`src/rtl/add_acc_pipe.sv`:
```
// Pipelined add/sub/accumulate unit with valid/ready handshakes on both sides.
// STAGES=2 splits the adder at WIDTH/2 and registers the low-half carry between stages.
module add_acc_pipe #(
    parameter int unsigned WIDTH    = 16,
    parameter int unsigned STAGES   = 2,
    parameter bit          SATURATE = 1'b0
) (
    input  logic             clk,
    input  logic             rst_n,
    input  logic             in_valid,
    output logic             in_ready,
    input  logic [WIDTH-1:0] in1,
    input  logic [WIDTH-1:0] in2,
    input  logic [1:0]       mode,
    output logic             out_valid,
    input  logic             out_ready,
    output logic [WIDTH-1:0] out,
    output logic             carry,
    output logic             ovf
);

    localparam int unsigned H = WIDTH / 2;

    logic             stall;
    logic             acc_hazard;
    logic             accept;
    logic [WIDTH-1:0] acc_q;
    logic             out_valid_q;
    logic [WIDTH-1:0] out_q;
    logic             carry_q;
    logic             ovf_q;

    assign stall    = out_valid_q && !out_ready;
    assign in_ready = !stall && !acc_hazard;
    assign accept   = in_valid && in_ready;

    // Sub is A + ~B + 1, accumulate is ACC + A, load is A + 0.
    logic [WIDTH-1:0] op_a;
    logic [WIDTH-1:0] op_b;
    logic             op_cin;
    logic [H:0]       lo_sum;

    always_comb begin
        op_a   = in1;
        op_b   = '0;
        op_cin = 1'b0;
        case (mode)
            2'b00: op_b = in2;
            2'b01: begin
                op_b   = ~in2;
                op_cin = 1'b1;
            end
            2'b10: begin
                op_a = acc_q;
                op_b = in1;
            end
            default: op_b = '0;
        endcase
    end

    assign lo_sum = {1'b0, op_a[H-1:0]} + {1'b0, op_b[H-1:0]} + {{H{1'b0}}, op_cin};

    // Inputs to the final (output) stage.
    logic         f_valid;
    logic [1:0]   f_mode;
    logic [H-1:0] f_a_hi;
    logic [H-1:0] f_b_hi;
    logic [H-1:0] f_lo;
    logic         f_c;

    generate
        if (STAGES == 1) begin : g_single
            assign f_valid    = accept;
            assign f_mode     = mode;
            assign f_a_hi     = op_a[WIDTH-1:H];
            assign f_b_hi     = op_b[WIDTH-1:H];
            assign f_lo       = lo_sum[H-1:0];
            assign f_c        = lo_sum[H];
            assign acc_hazard = 1'b0;
        end else begin : g_split
            logic         s1_valid_q;
            logic [1:0]   s1_mode_q;
            logic [H-1:0] s1_a_hi_q;
            logic [H-1:0] s1_b_hi_q;
            logic [H-1:0] s1_lo_q;
            logic         s1_c_q;

            always_ff @(posedge clk or negedge rst_n) begin
                if (!rst_n) begin
                    s1_valid_q <= 1'b0;
                    s1_mode_q  <= 2'b00;
                    s1_a_hi_q  <= '0;
                    s1_b_hi_q  <= '0;
                    s1_lo_q    <= '0;
                    s1_c_q     <= 1'b0;
                end else if (!stall) begin
                    s1_valid_q <= accept;
                    if (accept) begin
                        s1_mode_q <= mode;
                        s1_a_hi_q <= op_a[WIDTH-1:H];
                        s1_b_hi_q <= op_b[WIDTH-1:H];
                        s1_lo_q   <= lo_sum[H-1:0];
                        s1_c_q    <= lo_sum[H];
                    end
                end
            end

            assign f_valid    = s1_valid_q;
            assign f_mode     = s1_mode_q;
            assign f_a_hi     = s1_a_hi_q;
            assign f_b_hi     = s1_b_hi_q;
            assign f_lo       = s1_lo_q;
            assign f_c        = s1_c_q;
            // ACC is read at acceptance, so an ACC op in stage 1 blocks the next one.
            assign acc_hazard = s1_valid_q && s1_mode_q[1];
        end
    endgenerate

    logic [H:0]       hi_sum;
    logic [WIDTH-1:0] raw;
    logic [WIDTH-1:0] res;
    logic             res_c;
    logic             res_ovf;

    always_comb begin
        hi_sum  = {1'b0, f_a_hi} + {1'b0, f_b_hi} + {{H{1'b0}}, f_c};
        raw     = {hi_sum[H-1:0], f_lo};
        res_ovf = (f_mode != 2'b11) && (f_a_hi[H-1] == f_b_hi[H-1])
                  && (raw[WIDTH-1] != f_a_hi[H-1]);
        case (f_mode)
            2'b01:   res_c = !hi_sum[H];
            2'b11:   res_c = 1'b0;
            default: res_c = hi_sum[H];
        endcase
        res = raw;
        if (SATURATE && res_ovf) begin
            res = f_a_hi[H-1] ? {1'b1, {(WIDTH-1){1'b0}}} : {1'b0, {(WIDTH-1){1'b1}}};
        end
    end

    always_ff @(posedge clk or negedge rst_n) begin
        if (!rst_n) begin
            out_valid_q <= 1'b0;
            out_q       <= '0;
            carry_q     <= 1'b0;
            ovf_q       <= 1'b0;
            acc_q       <= '0;
        end else if (!stall) begin
            out_valid_q <= f_valid;
            if (f_valid) begin
                out_q   <= res;
                carry_q <= res_c;
                ovf_q   <= res_ovf;
                if (f_mode[1]) begin
                    acc_q <= res;
                end
            end
        end
    end

    assign out_valid = out_valid_q;
    assign out       = out_q;
    assign carry     = carry_q;
    assign ovf       = ovf_q;

endmodule

```
`config.mk`:
```
export PLATFORM = sky130hd
export DESIGN_NAME = add_acc_pipe
export DESIGN_NICKNAME = d
export VERILOG_FILES = /design/src/rtl/add_acc_pipe.sv
export SDC_FILE = /design/constraint.sdc
export NUM_CORES = 1
export LEC_CHECK = 0
export ABC_AREA = 1
export CORE_UTILIZATION = 54
export DETAILED_ROUTE_END_ITERATION = 7
export PLACE_DENSITY = 0.83
export SYNTH_ARGS = -nofsm -noshare
export SYNTH_HDL_FRONTEND = slang
export SYNTH_SLANG_ARGS = --single-unit
```
`constraint.sdc`:
```
create_clock -name clk -period 2.05 [get_ports clk]
set_input_delay 0.3075 -clock clk [delete_from_list [all_inputs] [get_ports clk]]
set_output_delay 0.3075 -clock clk [all_outputs]
set_load 0.01 [all_outputs]
```
==> flow_summary.yaml, run 1 <==
place:
  placed_cells: 601
  gp_congestion: 0.8928
  dpl-instance-area_sq_um: 4412
  io_buffers: 57
  dp_hpwl_mm: 6.526
  place_ws_ns: -0.4509
yosys:
  seq_area_frac_synth_pct: 42.80
  synth_top_family_by_area: "simple AND/OR/NAND/NOR gates"
  synth-xor-area-share_pct: 1.189
  ys_ff_latch: 63
  syn_nets: 519
  synthAdderAreaFrac_pct: 6.929
  syn_area_per_cell_sq_um: 7.956
  netlist_area_sq_um: 3684
  yosys.area_share.simple_pct: 23.37
  synth_mux_area_share_pct: 0.6114
  yosys_warnings: 0
  yosysUniqueCellTypes: 29
  ys.flop_type: "dfrtp_1"
  synth_compound_gate_area_share_pct: 15.39
  syn_inst: 463
  synth-async-reset-ratio_pct: 100.0
  synth_edf_count: 0
clock_network:
  cts.sinks: 63
  clockRootBuffer: "clkbuf_8"
  htreeDepth: 3
  cts_tree: "done"
  clk_pin_slew_ns: 0.06
  insertion_delay_ns: 0.35
  cts_buffer_depth: 2
  cts_made_buffers: 9
drt:
  first_iter_violations: 242
  post_drt_wl_per_cell_microns: 13.98
  wirelength_mm: 8.613
  num_vias: 3267
  drc_errors: 0
  detail-route-antenna-nets: 0
  drt_pass1_iterations: 6
  viasPerCell: 5.304
die:
  fp.dieH_microns: 84.59
  dieWidth_microns: 84.59
  ios: 58
  initial_core_util_pct: 57.03
  coreArea_sq_um: 6459
  num_rows: 29
  dieArea_sq_um: 7155
worst_setup_path:
  rr_worst_depth: 11
  path_class: "in -> reg"
  crit_required_ns: 2.28
  cp_max_fo: 3
  rrSetupSlack_ns: 0.23
  crit_arrival_ns: 2.19
  reg2reg_from: "f_a_hi[0]"
  worstReg2RegEnd: "out[14]"
  crit_start: "in1[0]"
  crit_path_end: "f_lo[6]"
  startpoint_type: "input pin"
  end_kind: "flip-flop"
job:
  maxCapViolations: 0
timing:
  worstMarginPinSlew_ns: 0.3953
  clock-skew-final_ns: 0.01016
  max_freq_mhz: 511.4
  setup_ws_ns: 0.09465
  slew-limit-headroom_pct: 73.65
  timing.final.hold_violations: 0
  slew_violations: 0
  timing.final.crit_share_pct: 95.38
  setup_viol: 0
  post-route-min-period_ns: 1.955
global_routing:
  grt_max_degree: 35
  grt_pass1_wl_mm: 14.50
  grt_pass1_vias: 3112
  grt.total_usage_pct: 26.09
  overflow: 0
  grt_antenna_before_repair: 0
layout:
  diodes: 0
  fin_cells: 616
  fin_util_pct: 71.66
  layout.nets: 593
  design_area_sq_um: 4628
  syn_to_final_growth_pct: 25.65
  drive_gt1_share_pct: 14.10
pwr:
  ir_drop_v: 0.0004764
  p_per_area_nw_per_um2: 1211
  power_mw: 5.606
  power.leakage_nw: 2.356
outcome:
  status: "completed"
min_path:
  hold_path_class: "in -> async"
==> sequential cells by signal, summed over array words and instances, names as in the netlist <==
register   flops
f_c            1
f_lo           8
f_b_hi         8
carry          1
acc_q         16
f_valid        1
f_mode         2
f_a_hi         8
out           16
out_valid      1
ovf            1
==> cells in the final DEF (no fill, tap or decap), drive strengths merged, types with 2 or more instances in the layout <==
cell type / netlist / final
o221ai: 7 / 7
o22ai: 4 / 4
a21oi: 23 / 23
inv: 59 / 59
mux2: 2 / 2
dfrtp: 63 / 63
xnor2: 4 / 4
buf: 18 / 25
fa: 4 / 4
o31ai: 4 / 4
nor2: 22 / 22
clkdlybuf4s50: 0 / 54
clkbuf: 0 / 11
nand2: 153 / 153
clkinv: 0 / 2
o21ai: 51 / 51
nand3: 30 / 30
ha: 14 / 14
==> synth_stat cells, types with 10 or more instances <==
master | instances | share of area, %
buf_2 | 10 | 1.4
nand3_1 | 30 | 4.1
o21ai_1 | 10 | 1.4
ha_1 | 14 | 4.8
dfrtp_1 | 63 | 43
o21ai_2 | 10 | 2.4
inv_1 | 53 | 5.4
o21ai_0 | 31 | 4.2
a21oi_1 | 23 | 3.1
nor2_1 | 17 | 1.7
nand2_1 | 149 | 15
==> timing repair <==
item,CTS,global route
hold buffers,0,0
endpoints found under the setup margin,6,7
endpoints found under the hold margin,0,0
pin swaps,1,6
gates resized for setup,6,10
setup buffers,0,2
==> layout make-up <==
cell class	count	area [sq um]
tap	77	96.34
timing repair buffer	81	792.0
inverter	59	221.5
clock buffer	11	141.4
multi-input combinational	323	1790
sequential	63	1577
clock inverter	2	10.01
fill	496	1831
==> how the worst min path moves through the flow <==
stage                          end  slack (ns)  cells after the start
after global routing        out[3]        0.04                      2
after detailed placement  acc_q[3]        0.37                      2
after global placement    acc_q[1]        0.37                      2
after floorplan           acc_q[0]        0.01                      0
after CTS                 acc_q[3]       0.009                      2
final                     acc_q[3]      0.0009                      2
==> per-layer routing <==
metal | vias to the layer above | track usage, % | wire [microns]
met5 | - | 0 | 0
met3 | 11 | 5.801 | 613
li1 | 1643 | - | -
met4 | 0 | 8.475 | 123
met1 | 1502 | 36.12 | 3955
met2 | 111 | 41.02 | 3921
==> through the flow <==
| stage | TNS, ns | hold slack (ns) |
|---|---|---|
| after floorplan | 0 | 0.01191 |
| after global placement | -2.590 | 0.3706 |
| after detailed placement | -3.057 | 0.3707 |
| after CTS | 0 | 0.009289 |
| after global routing | -0.003646 | 0.03758 |
| final | 0 | 0.0009108 |
==> power breakdown <==
part,switching (mW),internal (mW),total (mW)
clock network,0.441,0.447,0.888
logic,1.47,1.16,2.63
registers,0.319,1.77,2.09
total,2.23,3.38,5.61
==> cells by family after synthesis <==
family | count (synthesis)
simple gates | 206
compound gates | 92
buf+inv | 77
flops | 63
fa+ha+maj | 18
xor+xnor | 5
mux | 2
==> worst max-delay path, stage by stage <==
cell,delay (ns)
clkdlybuf4s50_1,0.46
inv_1,0.08
o22ai_2,0.18
a21oi_2,0.06
fa_2,0.38
inv_2,0.09
fa_2,0.22
nand3_1,0.11
nand3_1,0.12
nand2_1,0.06
nand3_1,0.06
nand2_1,0.05
No activity file was read; power rests on OpenSTA's default activity.
==> inputs of run 2 (changes only) <==
CORE_UTILIZATION = 55   (was 54)
PLACE_DENSITY = 0.84   (was 0.83)
clock period = 2.5 ns   (was 2.05 ns; I/O delays follow)
==> run 2 against run 1 <==
Net effect: the flow now finishes with violations (DRC); clock skew barely moved; highest routed layer unchanged; critical endpoint unchanged; via count rose by 1.8%; die area fell by 1.8%; critical path depth rose by 2; critical path type unchanged; worst setup slack improved by 0.098 ns; clock power fell by 11%; sequential share of layout area rose by 1.0 points; design area fell by 2.9%.
==> flow_summary.yaml, run 2 (synthesis results as in run 1) <==
drt:
  detail-route-antenna-nets: 0
  viasPerCell: 5.470
  wirelength_mm: 8.655
  first_iter_violations: 245
  drc_errors: 4
  drt_pass1_iterations: 7
  post_drt_wl_per_cell_microns: 14.24
  num_vias: 3326
min_path:
  hold_path_class: "in -> async"
clock_network:
  cts_buffer_depth: 2
  post_cts_resized: 0
  holdBufCountCts: 0
  cts.sinks: 63
  insertion_delay_ns: 0.35
  cts_made_buffers: 9
  clk_pin_slew_ns: 0.07
  clockRootBuffer: "clkbuf_8"
  htreeDepth: 3
  post-cts-setup-buffer-count: 0
  cts_tree: "done"
timing:
  fin_setup_tns_ns: 0
  slew-limit-headroom_pct: 54.09
  worstMarginPinSlew_ns: 0.6886
  setup_viol: 0
  max_freq_mhz: 433.4
  timing.final.crit_share_pct: 92.29
  clock-skew-final_ns: 0.009941
  post-route-min-period_ns: 2.307
  slew_violations: 0
  timing.final.hold_violations: 0
  rsz0062_at_grt: "no"
place:
  dp_hpwl_mm: 6.533
  dpl-instance-area_sq_um: 4319
  gp_congestion: 0.8789
  io_buffers: 57
worst_setup_path:
  crit_required_ns: 2.78
  rrSetupSlack_ns: 0.55
  end_kind: "flip-flop"
  cp_max_fo: 7
  path_class: "in -> reg"
  startpoint_type: "input pin"
  crit_arrival_ns: 2.59
layout:
  drive_gt1_share_pct: 11.49
  syn_to_final_growth_pct: 21.98
  fillCellCount: 522
  final_cell_mix: "nand2_1 (149), dfrtp_1 (63), clkdlybuf4s50_1 (56)"
  diodes: 0
  design_area_sq_um: 4493
  layout.nets: 582
  layout_commonest_cell: "nand2_1"
die:
  dieArea_sq_um: 7028
  dieWidth_microns: 83.84
  fp.dieH_microns: 83.84
  coreArea_sq_um: 6422
  initial_core_util_pct: 57.35
  num_rows: 29
  ios: 58
global_routing:
  grt_pass1_wl_mm: 14.52
  overflow: 0
  grt_antenna_before_repair: 0
  grtUsageMet2_pct: 43.07
  grt_pass1_vias: 3178
  use_met3_pct: 7.517
  busiest_layer: "met2"
  grt_util_met1_pct: 34.40
  grt_max_degree: 37
  grt.total_usage_pct: 26.47
job:
  maxCapViolations: 0
pwr:
  power.leakage_nw: 2.280
  ir_drop_v: 0.0004000
  p_per_area_nw_per_um2: 1011
outcome:
  status: "finished with violations"
  violations: "DRC"
==> run 2: cell types whose count changed in the layout (fill, tap and decap cells not counted), moves of 2 or more <==
cell and delta:
buf_6 -2, o221ai_1 +2, clkinv_2 +2, clkdlybuf4s50_1 +2
buf_4 -7, fa_1 +2, fa_2 -2, o221ai_2 -2
buf_12 -2, a21oi_2 -2, a21oi_1 +2
==> run 2: area by class of cell <==
| class | count | area (sq um) | area share [%] |
|---|---|---|---|
| clock buffer | 10 | 137.6 | 3.063 |
| clock inverter | 6 | 36.28 | 0.8076 |
| inverter | 59 | 221.5 | 4.929 |
| multi-input combinational | 323 | 1749 | 38.93 |
| sequential | 63 | 1577 | 35.09 |
| tap | 77 | 96.34 | 2.144 |
| timing repair buffer | 70 | 675.6 | 15.04 |
==> run 2: path summary, 6_finish.rpt <==
path | start | end | cells past startpoint
hold / removal | rst_n | out[3] | 1
min in group clk | out[10] | out[10] | 2
max in group asynchronous | rst_n | out[9] | 2
setup reg to reg | acc_q[0] | f_lo[6] | 9
setup / recovery | mode[1] | f_lo[6] | 14
hold reg to reg | out[10] | out[10] | 2
==> run 2: report_power, final <==
part           leakage, nW  internal (mW)  switching [mW]  total, mW
clock network       0.0918          0.381           0.409      0.790
logic                 1.40          0.876            1.17       2.04
registers            0.784           1.45           0.259       1.71
total                 2.28           2.71            1.83       4.54
==> run 2: critical path, cell delays in order <==
cell             delay (ns)
clkdlybuf4s50_1        0.51
buf_4                  0.17
inv_2                  0.04
nand2_2                0.07
o22ai_1                0.06
a21oi_1                0.17
fa_1                   0.20
inv_1                  0.07
fa_1                   0.43
nand3_1                0.14
nand3_1                0.11
nand2_1                0.09
nand3_1                0.08
nand2_1                0.08
==> run 2: layer usage <==
layer,share of wire (%),vias up
li1,-,1628
met1,44,1547
met2,47,136
met3,7.6,15
met4,1.4,0
met5,0,-
==> run 2: through the flow <==
| stage | utilization [%] | setup slack [ns] | std cells | hold slack (ns) | power (mW) |
|---|---|---|---|---|---|
| final | 69.96 | 0.1928 | 608 | 0.06928 | 4.540 |
| after global routing | 69.96 | 0.04035 | 608 | 0.1015 | 4.885 |
| after CTS | 69.96 | 0.2211 | 608 | 0.07591 | 4.536 |
| after detailed placement | 67.25 | -0.1323 | 592 | 0.4522 | 3.749 |
| after global placement | 67.25 | 0.01242 | 592 | 0.4404 | 3.653 |
| after floorplan | - | 0.4130 | 463 | 0.07941 | 3.026 |
==> inputs of run 3 (changes only) <==
SETUP_SLACK_MARGIN = 0.05   (was not set)
==> run 3 against run 2 <==
Net effect: the run still ends with DRC left; wire length down 0.27%; sequential cell count unchanged; global-route usage unchanged; sequential power about the same; total power down 0.10%; clock-buffer cell count unchanged; via count up 0.18%.
==> flow_summary.yaml, run 3 (synthesis results as in run 1) <==
global_routing:
  overflow: 0
  grt_antenna_before_repair: 0
  grt_pass1_vias: 3178
  grt_pass1_wl_mm: 14.52
  grt.total_usage_pct: 26.47
  grt_max_degree: 37
worst_setup_path:
  reg2reg_from: "acc_q[0]"
  crit_arrival_ns: 2.61
  crit_required_ns: 2.78
  path_class: "in -> reg"
  crit_start: "mode[1]"
  startpoint_type: "input pin"
  end_kind: "flip-flop"
  cp_max_fo: 7
clock_network:
  htreeDepth: 3
  post-cts-setup-buffer-count: 0
  cts_buffer_depth: 2
  clk_pin_slew_ns: 0.07
  cts.sinks: 63
  insertion_delay_ns: 0.35
  clockRootBuffer: "clkbuf_8"
  cts_tree: "done"
  cts_made_buffers: 9
drt:
  num_vias: 3332
  viasPerCell: 5.480
  detail-route-antenna-nets: 0
  drt_pass1_iterations: 8
  wirelength_mm: 8.632
  first_iter_violations: 264
  post_drt_wl_per_cell_microns: 14.20
  drc_errors: 4
layout:
  layout_commonest_cell: "nand2_1"
  design_area_sq_um: 4498
  diodes: 0
  layout.nets: 582
  final_cell_mix: "nand2_1 (149), dfrtp_1 (63), clkdlybuf4s50_1 (56)"
  syn_to_final_growth_pct: 22.11
  fin_util_pct: 70.04
  drive_gt1_share_pct: 11.49
timing:
  worstMarginPinSlew_ns: 0.6875
  slew-limit-headroom_pct: 54.17
  post-route-min-period_ns: 2.328
  setup_ws_ns: 0.1719
  max_freq_mhz: 429.5
  rsz0062_at_grt: "no"
  setup_viol: 0
  timing.final.crit_share_pct: 93.12
  clock-skew-final_ns: 0.008600
  slew_violations: 0
  timing.final.hold_violations: 0
outcome:
  violations: "DRC"
  status: "finished with violations"
pwr:
  power.leakage_nw: 2.281
  ir_drop_v: 0.0003961
  p_per_area_nw_per_um2: 1008
place:
  place_ws_ns: -0.1323
  io_buffers: 57
  dp_hpwl_mm: 6.533
  dpl-instance-area_sq_um: 4319
  gp_congestion: 0.8789
job:
  maxCapViolations: 0
die:
  coreArea_sq_um: 6422
  dieArea_sq_um: 7028
  num_rows: 29
  fp.dieH_microns: 83.84
  initial_core_util_pct: 57.35
  dieWidth_microns: 83.84
  ios: 58
min_path:
  hold_path_class: "in -> async"
==> run 3: cell counts in the layout (fill, tap and decap cells not counted) <==
No cell type changed its count.
==> run 3: path summary, 6_finish.rpt <==
path                            end  slack [ns]  cells after the start
max in group asynchronous    out[9]        1.81                      2
min in group clk            out[10]        0.48                      2
max reg2reg                 f_lo[6]        0.55                      9
min                        acc_q[4]        0.07                      1
min reg2reg                 out[10]        0.48                      2
max                         f_lo[6]        0.17                     14
==> run 3: repair_timing <==
action	4_1_cts	5_1_grt
setup endpoints to repair	0	1
hold buffers	0	0
resized for setup	0	1
==> run 3: stage by stage <==
step / power (mW) / setup TNS, ns / hold slack [ns] / std cells
2_1_floorplan: 3.026 / 0 / 0.07941 / 463
3_3_place_gp: 3.653 / 0 / 0.4404 / 592
3_5_place_dp: 3.749 / -0.3946 / 0.4522 / 592
4_1_cts: 4.536 / 0 / 0.07591 / 608
5_1_grt: 4.886 / 0 / 0.1015 / 608
6_report: 4.536 / 0 / 0.07266 / 608
==> run 3: power by group <==
part / leakage (nW) / internal, mW / switching (mW)
registers: 0.784 / 1.45 / 0.259
clock network: 0.0918 / 0.380 / 0.403
logic: 1.41 / 0.877 / 1.17
total: 2.28 / 2.71 / 1.83
==> run 3: final cells by class <==
class,count,area (sq um)
fillers,524,1924
multi-input cells,323,1754
flip-flops and latches,63,1577
repair buffers,70,675.6
inverters,59,221.5
clock buffers,10,137.6
well taps,77,96.34
clock inverters,6,36.28
==> run 3: per-layer routing <==
metal	GRT usage (%)	part of all wire [%]	vias up
met5	0	0	-
met4	7.994	1.3	0
met3	7.517	8.2	15
met2	43.07	47	139
met1	34.40	43	1545
li1	-	-	1633
==> run 3: worst max-delay path: stages <==
cell	delay, ns
clkdlybuf4s50_1	0.51
buf_4	0.18
inv_2	0.05
nand2_2	0.07
o22ai_1	0.06
a21oi_1	0.17
fa_1	0.20
inv_1	0.07
fa_1	0.43
nand3_1	0.14
nand3_1	0.11
nand2_1	0.09
nand3_1	0.08
nand2_1	0.08
==> RTL change 1 (config.mk and constraints of run 1) <==
The parameter `WIDTH` goes from 16 to 32.
--- a/src/rtl/add_acc_pipe.sv
+++ b/src/rtl/add_acc_pipe.sv
@@ -1,7 +1,7 @@
 // Pipelined add/sub/accumulate unit with valid/ready handshakes on both sides.
 // STAGES=2 splits the adder at WIDTH/2 and registers the low-half carry between stages.
 module add_acc_pipe #(
-    parameter int unsigned WIDTH    = 16,
+    parameter int unsigned WIDTH    = 32,
     parameter int unsigned STAGES   = 2,
     parameter bit          SATURATE = 1'b0
 ) (
Ports: changed (resized in1, in2 and out); port bits go from 58 to 106. The function was not compared with the original's and may differ.
==> RTL change 1 against run 1 <==
Power grew 130%; setup slack worse by 0.048 ns; final cell count up 120%; wire length up 130%; design area up 110%; clock skew decreased by 0.00054 ns; synthesized area grew 99%; sequential cell count increased by 56; utilization up 2.1 points.
==> RTL change 1: results (changes against run 1) <==
clocking:
  clock_sinks: 119  # +89%
  clk_root_buffer_cell: "sky130_fd_sc_hd__clkbuf_16"
  clock_latency_on_the_worst_skew_pair_ns: 0.42  # +0.07 ns
  h-tree-depth: 4  # +1
grt:
  met3_resource_use_gr_pct: 5.45  # -0.35 points
  grt_first_pass_wirelength_um: 32100  # +120%
  first_global_vias: 6930  # +120%
  global_route.usage.met2_pct: 50.5  # +9.5 points
  grt_util_met1_pct: 35.0  # -1.1 points
  pin_count_of_the_biggest_net_entering_global_routing: 44  # +26%
routing:
  num_vias: 7058  # +120%
  wl_met2_um: 10100  # +160%
  met3_wirelength_um: 984  # +61%
  drt-vias-per-instance: 5.28  # -0.54%
  drt_iter0_drc: 449  # +86%
  routed_wire_length_per_instance_um: 14.8  # +5.8%
  firstDrtPassIters: 5  # -1
yosys:
  synth_commonest_cells: "sky130_fd_sc_hd__nand2_1, sky130_fd_sc_hd__inv_1, sky130_fd_sc_hd__dfrtp_1"
  synthAdderAreaFrac_pct: 6.22  # -0.71 points
  synth_fp_nets: 1105  # +110%
  synth.area.mux_share_pct: 1.23  # +0.62 points
  yosys-top-cells-area: "sky130_fd_sc_hd__dfrtp_1, sky130_fd_sc_hd__nand2_1, sky130_fd_sc_hd__inv_1"
power_and_ir_drop:
  power_combinational_mw: 5.66  # +120%
  seqPwrFrac_pct: 31.6  # -5.6 points
  power.switching_fraction_pct: 38.6  # -1.1 points
  power.ir.vdd_worst_v: 0.000718  # +51%
  leakage_nw: 4.99  # +110%
finish:
  bufAreaShareNonClock_pct: 16.4  # -0.74 points
  layout-area-overhead-vs-synth_pct: 33.4
  fraction_of_layout_instances_using_a_drive_strength_above_1_pct: 15.5  # +1.4 points
  seq_cell_area_sq_um: 2980  # +89%
setup_path:
  reg2regPathDepth: 12  # +1
  timing.rr.end: "out[28]"
placement:
  place.detailed.hpwl_um: 13900  # +110%
  io_buffers: 105  # +84%
  postPlaceCellArea_sq_um: 8840  # +100%
  dp_cells: 1299  # +120%
timing:
  worst_pin_slew_ns: 0.403  # +0.00736 ns
run_status:
  outcome: "completed"
RTL change 1: timing repair:
action	CTS	global route
pin swaps	10	21
hold buffers	1	0
gates resized for setup	19	46
buffers inserted	3	2
gates cloned	2	0
endpoints found under the setup margin	21	19
hold endpoints to repair	18	0
RTL change 1: worst max-delay path: stages:
cell,delay (ns)
sky130_fd_sc_hd__clkdlybuf4s50_1,0.45
sky130_fd_sc_hd__inv_1,0.07
sky130_fd_sc_hd__o22ai_1,0.21
sky130_fd_sc_hd__a21oi_1,0.09
sky130_fd_sc_hd__fa_2,0.34
sky130_fd_sc_hd__inv_2,0.07
sky130_fd_sc_hd__buf_4,0.11
sky130_fd_sc_hd__nand3_1,0.06
sky130_fd_sc_hd__nand2_1,0.09
sky130_fd_sc_hd__nand2_1,0.07
sky130_fd_sc_hd__nand2_2,0.13
sky130_fd_sc_hd__nand2_2,0.07
sky130_fd_sc_hd__nand2_1,0.06
sky130_fd_sc_hd__nand2_1,0.05
sky130_fd_sc_hd__nand3_1,0.07
sky130_fd_sc_hd__nand2_1,0.05
RTL change 1: per-stage QoR:
stage | setup TNS (ns) | util (%) | setup WS, ns | total power, mW | hold slack (ns)
2_1_floorplan | -0.0844 | - | -0.0317 | 7.28 | 0.0119
3_3_place_gp | -9.51 | 66.8 | -0.694 | 9.13 | 0.223
3_5_place_dp | -10.21 | 66.8 | -0.713 | 9.31 | 0.221
4_1_cts | 0 | 72.2 | 0.00919 | 12.4 | 0.328
5_1_grt | -0.109 | 73.8 | -0.0254 | 13.6 | 0.352
6_report | 0 | 73.8 | 0.0463 | 12.7 | 0.332
RTL change 1: logic make-up after synthesis:
logic type,count (synthesis)
and+or+nand+nor,461
AOI/OAI and AO/OA,188
muxes,8
buffers and inverters,180
adders and majority gates,34
xor gates and xnor gates,11
DFF,119
==> RTL change 2 (settings of run 1) <==
Without the edit above. Register the output `ovf` once more, with the module's reset; this adds one clock of latency there. The other outputs are not delayed to match.
--- a/src/rtl/add_acc_pipe.sv
+++ b/src/rtl/add_acc_pipe.sv
@@ -161,7 +161,13 @@
     assign out_valid = out_valid_q;
     assign out       = out_q;
     assign carry     = carry_q;
-    assign ovf       = ovf_q;
+    always_ff @(posedge clk or negedge rst_n) begin
+        if (!rst_n) begin
+            ovf <= '0;
+        end else begin
+            ovf <= ovf_q;
+        end
+    end
 
 endmodule
 
Behaviour: not the same (Yosys sat finds a counterexample within 4 cycles, from zero or initial values and one cycle with rst_n low).
==> RTL change 2 against run 1 <==
The flow now finishes with violations (DRC); combinational power shrank 3%; wire length grew 6.8%; clock skew is essentially flat; synthesized area grew 0.51%; final cell count grew 0.16%; setup slack gained 0.052 ns; power grew 2.2%; count of clock-buffer cells in the layout is the same; sequential cell count grew 1; via count grew 1.5%; design area grew 0.51%; critical endpoint is now f_lo[2].
==> RTL change 2: results (changes against run 1) <==
grt:
  grt_util_met1_pct: 39.8  # +3.7 points
  global_route.usage.met2_pct: 44.1  # +3.0 points
  grt_first_pass_wirelength_um: 15500  # +7.0%
  pin_count_of_the_biggest_net_entering_global_routing: 46  # +31%
  met3_resource_use_gr_pct: 5.41  # -0.39 points
  first_global_vias: 3273  # +5.2%
  grt_util_all_layers_pct: 28.2  # +2.1 points
yosys:
  synth_commonest_cells: "sky130_fd_sc_hd__nand2_1, sky130_fd_sc_hd__dfrtp_1, sky130_fd_sc_hd__inv_1"
  synth_seq_area_share_pct: 43.3  # +0.46 points
  yosys-top-cells-area: "sky130_fd_sc_hd__dfrtp_1, sky130_fd_sc_hd__nand2_1, sky130_fd_sc_hd__inv_1"
power_and_ir_drop:
  netSwitchingPower_mw: 2.21  # -1.1%
  clock_net_power_mw: 1.05  # +18%
  power.ir.vdd_worst_v: 0.000610  # +28%
  leakage_nw: 2.37  # +0.53%
  power.switching_fraction_pct: 38.5  # -1.3 points
run_status:
  outcome: "finished, violations left"
  violations: "DRC"
timing:
  timing.final.crit_period_ns: 1.90  # -0.0522 ns
  slew_headroom_pct: 66.8  # -6.8 points
  finalClockSkew_ns: 0.0100  # -0.000113 ns
routing:
  met3_wirelength_um: 397  # -35%
  wl_met2_um: 4220  # +7.6%
  post_route_drc: 2  # +2
  drt-met1-wl_um: 4420  # +12%
  routed_wire_length_per_instance_um: 14.9  # +6.6%
setup_path:
  rrSetupSlack_ns: 0.17  # -0.06 ns
  timing.critical_path.to: "f_lo[2]"
  reg2regPathDepth: 8  # -3
  crit_path_largest_cell_delay_ns: 0.51  # +0.05 ns
  timing.rr.end: "out[12]"
placement:
  dp_cells: 603  # +0.33%
  dpl_worst_slack_ns: -0.545  # -0.0937 ns
  place.gp.congestion: 0.891  # -0.25%
  postPlaceCellArea_sq_um: 4450  # +0.79%
  place.detailed.hpwl_um: 6800  # +4.2%
hold_path:
  min_path_type: "reg2reg"
floorplan:
  full_die_area_sq_um: 7190  # +0.50%
finish:
  fraction_of_layout_instances_using_a_drive_strength_above_1_pct: 12.8  # -1.3 points
==> RTL change 2: logic make-up (layout without fill, tap and decap cells) <==
family                     count (synthesis)  after routing  synth area share, %
AOI/OAI and AO/OA                         91             91                 14.8
xor gates and xnor gates                   5              5                 1.18
adders and majority gates                 18             18                 6.89
buffers and inverters                     76            153                 9.53
DFF                                       64             64                 43.3
muxes                                      3              3                0.912
and+or+nand+nor                          206            206                 23.4
==> RTL change 2: cell type report <==
class | count | share of cell area, %
repair buffers | 83 | 17.1
flip-flops and latches | 64 | 34.4
inverters | 58 | 4.68
clock buffers | 11 | 3.25
well taps | 77 | 2.07
multi-input cells | 323 | 37.8
clock inverters | 1 | 0.646
==> RTL change 2: repair_timing <==
| action | in CTS | in global routing |
|---|---|---|
| pin swaps | 1 | 1 |
| hold buffers | 1 | 0 |
| buffers inserted | 1 | 0 |
| resized for setup | 3 | 4 |
| gates cloned | 0 | 0 |
| setup endpoints to repair | 8 | 6 |
| hold endpoints to repair | 19 | 0 |
